`config.mk`:
```
export PLATFORM = sky130hd
export DESIGN_NAME = vga_timing_gen
export DESIGN_NICKNAME = d
export VERILOG_FILES = /design/src/rtl/vga_timing_gen.sv
export SDC_FILE = /design/constraint.sdc
export NUM_CORES = 1
export LEC_CHECK = 0
export ABC_AREA = 1
export BUFFER_PORTS_ARGS = -buffer_cell sky130_fd_sc_hd__buf_2
export CAP_MARGIN = 20
export CORE_MARGIN = 2
export CORE_UTILIZATION = 48
export CTS_BUF_LIST = sky130_fd_sc_hd__clkbuf_4 sky130_fd_sc_hd__clkbuf_8
export DETAILED_ROUTE_END_ITERATION = 8
export PLACE_DENSITY = 0.72
export SLEW_MARGIN = 10
export SYNTH_ARGS = -nofsm -noshare
export SYNTH_HDL_FRONTEND = slang
export SYNTH_SLANG_ARGS = --single-unit
```
`constraint.sdc`:
```
create_clock -name clk -period 2.8 [get_ports clk]
set_clock_uncertainty 0.1 [all_clocks]
set_input_delay 0.28 -clock clk [delete_from_list [all_inputs] [get_ports clk]]
set_output_delay 0.28 -clock clk [all_outputs]
set_load 0.01 [all_outputs]
```
`src/rtl/vga_timing_gen.sv`:
```
// vga_timing_gen: parametrised VGA raster engine.
// Divides the system clock down to a pixel-rate enable, walks the horizontal and
// vertical counters, hands pixel coordinates to the scene logic and registers
// sync and blanked colour one pixel later.
// Optional feature: define VGA_TEST_PATTERN_EN to build an eight-bar colour test
// pattern that replaces r_in/g_in/b_in while pattern_sel is high.
module vga_timing_gen #(
   parameter int PIX_DIV  = 4,
   parameter int H_ACTIVE = 640,
   parameter int H_FP     = 16,
   parameter int H_SYNC   = 96,
   parameter int H_BP     = 48,
   parameter int V_ACTIVE = 480,
   parameter int V_FP     = 10,
   parameter int V_SYNC   = 2,
   parameter int V_BP     = 33,
   parameter bit HS_POL   = 1'b0,
   parameter bit VS_POL   = 1'b0,
   parameter int CW       = 4,
   parameter int XW       = 10,
   parameter int YW       = 10
) (
   input  logic          clk,
   input  logic          clrn,
   input  logic          en,
   input  logic [CW-1:0] r_in,
   input  logic [CW-1:0] g_in,
   input  logic [CW-1:0] b_in,
   input  logic          pattern_sel,
   output logic [XW-1:0] pix_x,
   output logic [YW-1:0] pix_y,
   output logic          pix_valid,
   output logic          pix_tick,
   output logic          line_start,
   output logic          frame_start,
   output logic          hsync,
   output logic          vsync,
   output logic [CW-1:0] r,
   output logic [CW-1:0] g,
   output logic [CW-1:0] b
);

   localparam int H_TOTAL = H_ACTIVE + H_FP + H_SYNC + H_BP;
   localparam int V_TOTAL = V_ACTIVE + V_FP + V_SYNC + V_BP;
   localparam int DW      = (PIX_DIV > 1) ? $clog2(PIX_DIV) : 1;

   localparam logic [DW-1:0] DIV_LAST     = DW'(PIX_DIV - 1);
   localparam logic [XW-1:0] H_LAST       = XW'(H_TOTAL - 1);
   localparam logic [YW-1:0] V_LAST       = YW'(V_TOTAL - 1);
   localparam logic [XW-1:0] H_VIS_END    = XW'(H_ACTIVE);
   localparam logic [YW-1:0] V_VIS_END    = YW'(V_ACTIVE);
   localparam logic [XW-1:0] H_SYNC_START = XW'(H_ACTIVE + H_FP);
   localparam logic [XW-1:0] H_SYNC_END   = XW'(H_ACTIVE + H_FP + H_SYNC);
   localparam logic [YW-1:0] V_SYNC_START = YW'(V_ACTIVE + V_FP);
   localparam logic [YW-1:0] V_SYNC_END   = YW'(V_ACTIVE + V_FP + V_SYNC);

   logic [DW-1:0] div;
   logic [XW-1:0] h_cnt;
   logic [YW-1:0] v_cnt;
   logic          h_wrap;
   logic          v_wrap;
   logic          in_hsync;
   logic          in_vsync;
   logic [CW-1:0] src_r;
   logic [CW-1:0] src_g;
   logic [CW-1:0] src_b;

   // Pixel-rate enable: one system clock in every PIX_DIV while running.
   assign pix_tick    = en && (div == DIV_LAST);
   assign h_wrap      = (h_cnt == H_LAST);
   assign v_wrap      = (v_cnt == V_LAST);
   assign line_start  = pix_tick && (h_cnt == '0);
   assign frame_start = line_start && (v_cnt == '0);

   assign pix_x     = h_cnt;
   assign pix_y     = v_cnt;
   assign pix_valid = (h_cnt < H_VIS_END) && (v_cnt < V_VIS_END);

   assign in_hsync = (h_cnt >= H_SYNC_START) && (h_cnt < H_SYNC_END);
   assign in_vsync = (v_cnt >= V_SYNC_START) && (v_cnt < V_SYNC_END);

`ifdef VGA_TEST_PATTERN_EN
   localparam int BAR_W = (H_ACTIVE / 8 > 0) ? H_ACTIVE / 8 : 1;

   logic [2:0] bar;

   // Bar index is the horizontal position divided by the bar width, clamped to the last bar.
   always_comb begin
      bar = 3'd0;
      for (int k = 1; k < 8; k++) begin
         if (h_cnt >= XW'(k * BAR_W)) begin
            bar = 3'(k);
         end
      end
   end

   // Bar order white, yellow, cyan, green, magenta, red, blue, black falls out of the index bits.
   always_comb begin
      src_r = r_in;
      src_g = g_in;
      src_b = b_in;
      if (pattern_sel) begin
         src_r = {CW{~bar[1]}};
         src_g = {CW{~bar[2]}};
         src_b = {CW{~bar[0]}};
      end
   end
`else
   logic pattern_sel_unused;

   assign pattern_sel_unused = pattern_sel;
   assign src_r = r_in;
   assign src_g = g_in;
   assign src_b = b_in;
`endif

   // Clock divider: free-runs 0..PIX_DIV-1 while enabled, frozen when en is low.
   always_ff @(posedge clk) begin
      if (!clrn) begin
         div <= '0;
      end else if (en) begin
         if (div == DIV_LAST) begin
            div <= '0;
         end else begin
            div <= div + 1'b1;
         end
      end
   end

   // Raster position: h steps every pixel, v steps when h wraps, both wrap together at frame end.
   always_ff @(posedge clk) begin
      if (!clrn) begin
         h_cnt <= '0;
         v_cnt <= '0;
      end else if (pix_tick) begin
         if (h_wrap) begin
            h_cnt <= '0;
            if (v_wrap) begin
               v_cnt <= '0;
            end else begin
               v_cnt <= v_cnt + 1'b1;
            end
         end else begin
            h_cnt <= h_cnt + 1'b1;
         end
      end
   end

   // Output stage: sync and blanked colour for the position just left, one pixel behind pix_x/pix_y.
   always_ff @(posedge clk) begin
      if (!clrn) begin
         hsync <= ~HS_POL;
         vsync <= ~VS_POL;
         r     <= '0;
         g     <= '0;
         b     <= '0;
      end else if (pix_tick) begin
         hsync <= in_hsync ? HS_POL : ~HS_POL;
         vsync <= in_vsync ? VS_POL : ~VS_POL;
         r     <= pix_valid ? src_r : '0;
         g     <= pix_valid ? src_g : '0;
         b     <= pix_valid ? src_b : '0;
      end
   end

endmodule
```
Yosys cells after proc, flatten, opt, wreduce, memory -nomap -nowiden
Index checks and enable logic that the tools add are counted.
{"block": "classes", "n_addsub": 3, "mul": 0, "div": 0, "order_cmp": 6, "n_eq_ne": 3, "n_shift": 0, "n_mux": 8, "bitwise_logic": 0, "n_reduce_logical": 9}
{"cell": "10-bit by 1-bit adder with 10-bit output, second input constant", "count": 2}
{"cell": "10-bit equality test, second input constant", "count": 2}
{"cell": "10-bit logical NOT", "count": 2}
{"cell": "10-bit less-than comparator, second input constant", "count": 2}
{"cell": "10-bit by 9-bit less-than comparator with 1-bit output, second input constant", "count": 2}
{"cell": "10-bit 2-to-1 mux", "count": 2}
{"cell": "4-bit 2-to-1 mux", "count": 3}
{"cell": "10-bit >= comparator, second input constant", "count": 1}
{"cell": "10-bit by 9-bit >= comparator with 1-bit output, second input constant", "count": 1}
{"cell": "1-bit logical AND", "count": 6}
{"cell": "2-bit by 1-bit adder with 2-bit output, second input constant", "count": 1}
{"cell": "2-bit equality test, second input constant", "count": 1}
{"cell": "1-bit 2-to-1 mux", "count": 2}
{"cell": "2-bit 2-to-1 mux", "count": 1}
{"cell": "2-bit AND reduction", "count": 1}
{"block": "word_totals", "regBits": 36, "latch_bits": 0, "ramBits": 0, "mem_bits_ro": 0, "inputBits": 16, "word_cells": 37, "n_memories": 0}

Longest topological paths before layout
{"block": "logic_depth", "depth_word": 4, "mapped_depth": 9, "mapped_depth_nobuf": 9}

Worst setup path before layout
Ideal clock, no wire load.
{"block": "synth_path", "path_type": "reg2out", "startpoint": "reg div[0]", "endpoint": "out frame_start", "arrival_time_ns": 1.220, "slack_ns": 1.200, "path_stages_with_launch": 7, "path_buffers": 1, "path_cell_list": "dfxtp_1 -> ha_1 -> nand2_2 -> buf_6 -> nor3_1 -> nand4_1 -> nor3_1"}
{"block": "synth_between", "elab_chain_cells": 4}
{"element": "start, declared", "line_no": "57", "text": "logic [DW-1:0] div;"}
{"element": "start signal, assigned", "line_no": "125", "text": "div <= div + 1'b1;"}
{"element": "2-bit equality test", "line_no": "69", "text": "assign pix_tick = en && (div == DIV_LAST);"}
{"element": "1-bit logical AND", "line_no": "69"}
{"element": "1-bit logical AND", "line_no": "72", "text": "assign line_start = pix_tick && (h_cnt == '0);"}
{"element": "1-bit logical AND", "line_no": "73", "text": "assign frame_start = line_start && (v_cnt == '0);"}
{"element": "end, declared", "line_no": "35", "text": "output logic frame_start,"}
No other way between the ends.

Worst setup path after layout
Same ends and word-level chain as after synthesis.

==> flow_summary.ini <==
[floorplanning]
die_h_um = 67.5
fp.dieArea_um2 = 4560
rows = 23
core_area_um2 = 3940
io_pins = 54
start_util_pct = 49.2
die_w_um = 67.5

[sta]
worst_pin_slew_ps = 358
whs_ps = 127
hold_viol = 0
clock.fmax_mhz = 469
period_minus_slack_ps = 2130
rsz0062_at_grt = false
slew_headroom_pct = 76.0
slew_violations = 0
tns_ps = 0
setup_ws_ps = 670
setup_viol = 0
finalCritPeriodShare_pct = 76.1

[min_path]
hold_path_startpoint = b_in[3]
hold_depth = 3
min_to = b[3]
hold_path.class = input pin to flip-flop

[routing]
viasPerCell = 4.98
drc = 0
drtAntennaViolNets = 0
post_drt_wl_per_cell_um = 12.0
routed_wl_mm = 4.55
drt_pass1_iterations = 4
vias = 1894
first_iter_violations = 78

[clocking]
clkLatencyLatePin_ps = 290
cts_made_buffers = 5
cts_tree = built
hold_buffers = 0
htreeDepth = 2
cts-root-buf = clkbuf_8
clock-sinks = 36
clk_pin_slew_ps = 80
post_cts_resize_count = 0
postCtsSetupRepairBufs = 0
cts_max_path_buffers = 2

[global_routing]
grt_usage_pct = 23.1
overflow = 0
grt_pass1_vias = 1744
grt_pass1_wl_mm = 7.78
antenna_found_initial = 0
grt_max_degree = 14

[logic_synthesis]
synth_area_per_cell_um2 = 7.05
syn_inst = 275
yosys.area_share.simple_pct = 40.9
yosysUniqueCellTypes = 28
syn_nets = 296
ys_seq_area_share_pct = 37.2
synth-seq-cells = 36
synth_area_um2 = 1940
yosys.area_share.xor_xnor_pct = 0.452
ys_warn_count = 0
synthAdderAreaFrac_pct = 3.23
synth_top_family_by_area = simple AND/OR/NAND/NOR gates
synthMuxAreaShare_pct = 0
synth_compound_area_share_pct = 9.17

[final_layout]
finalInstanceArea_um2 = 2330
area_delta_synth_final_pct = 20.5
num_antenna_cells = 0
layout.nets = 350
drive_above_1_share_pct = 28.2
multi_input_area_um2 = 1040
nFillCells = 406
regArea_um2 = 721

[outcome]
run_status = finished clean

[place]
place_hpwl_mm = 3.44
dp_slack_ps = 932
place.gp.congestion = 0.904
place_area_um2 = 2220
io_buffers = 52

[worst_setup_path]
timing.rr.end = pix_y[5]
required_ps = 2420
startpoint_type = flip-flop
rr_startpoint = div[0]
worstSetupEndpointType = primary output
worstSetupPathType = flip-flop to primary output
reg2reg_depth = 8
rrSetupSlack_ps = 950
critPathArrivalTime_ps = 1750
critPathMaxFanout = 11

[power]
p_leak_nw = 1.14
power_density_nw_per_um2 = 438
ir_worst_vdd_mv = 0.251

[run]
cap_violations = 0
==> power by group <==
group | switching (mW) | internal (mW)
clock | 0.190 | 0.263
combinational | 0.0307 | 0.0192
sequential | 0.00316 | 0.517
total | 0.224 | 0.799
==> cells in the mapped netlist <==
cell type | n | area (um2)
nand3_1 | 21 | 105
nor2_1 | 39 | 146
nand2_1 | 68 | 255
o21ai_2 | 9 | 78.8
inv_2 | 5 | 18.8
a21oi_1 | 9 | 45.0
nand3_4 | 1 | 17.5
nor2_4 | 4 | 45.0
dfxtp_1 | 36 | 721
nor3_4 | 1 | 16.3
o31ai_1 | 1 | 7.51
nor2_2 | 2 | 12.5
ha_1 | 5 | 62.6
nand2_4 | 2 | 22.5
inv_4 | 1 | 6.26
a41oi_1 | 1 | 8.76
buf_6 | 2 | 22.5
nand2_2 | 4 | 25.0
xor2_1 | 1 | 8.76
o21bai_1 | 1 | 7.51
nor3_2 | 2 | 20.0
o21ai_1 | 2 | 10.0
o21ai_0 | 4 | 20.0
nor3_1 | 9 | 45.0
inv_1 | 30 | 113
nand3_2 | 2 | 20.0
nand4_1 | 10 | 62.6
buf_2 | 3 | 15.0
==> per-stage QoR <==
stage          utilization [%]  instances  total power [mW]
6_report                  59.2        380              1.02
5_1_grt                   59.2        380              1.07
4_1_cts                   59.2        380              1.03
3_5_place_dp              56.4        372             0.582
3_3_place_gp              56.4        372             0.580
2_1_floorplan                -        275             0.561
==> logic make-up (layout without fill, tap and decap cells) <==
logic type,Yosys count,after routing
buffers and inverters,41,96
XOR/XNOR,1,1
AND/OR/NAND/NOR,165,165
AO/OA/AOI/OAI,27,27
flip-flops,36,36
adder cells (fa/ha/maj),5,5
==> worst max-delay path: stages (launching register included) <==
cell     delay, ps
dfxtp_1        350
ha_1           190
nand2_2        210
nor3_1         210
nand4_1        170
nor3_1         170
buf_2          160
==> sequential cells by signal, summed over array words and instances (netlist names) <==
| register | count |
|---|---|
| vsync | 1 |
| r | 4 |
| b | 4 |
| pix_y | 10 |
| hsync | 1 |
| g | 4 |
| div | 2 |
| pix_x | 10 |
==> how the worst max path moves through the flow <==
stage	startpoint	to	slack (ps)	depth (start not counted)
2_1_floorplan	div[0]	frame_start	1200	6
3_3_place_gp	div[0]	pix_y[7]	990	8
3_5_place_dp	div[0]	pix_y[5]	930	8
4_1_cts	div[0]	frame_start	650	6
5_1_grt	div[0]	frame_start	440	6
6_report	div[0]	frame_start	670	6
==> cell usage in the layout (no fill, tap or decap), drive strengths merged <==
master     n
inv       36
o21ai     15
nor3      12
a41oi      1
clkinv     1
dfxtp     36
o21bai     1
buf       52
nor2      45
xor2       1
o31ai      1
nand2     74
a21oi      9
clkbuf     5
nand3     24
nand4     10
bufinv     1
ha         5
clkinvlp   1
==> layout make-up <==
cell class / instances / share of cell area, %
multi-input cells: 198 / 44.6
flip-flops and latches: 36 / 30.9
repair buffers: 52 / 11.1
inverters: 36 / 5.89
clock buffers: 5 / 2.95
well taps: 50 / 2.68
clock inverters: 3 / 1.82
==> routing by layer <==
metal	up-vias	wire length [um]	GRT usage [%]
met5	-	0	0
met4	0	76	9.44
met3	7	256	6.83
met2	51	2050	37.6
met1	838	2170	28.3
li1	998	-	-
No activity file was read; power rests on OpenSTA's default activity.
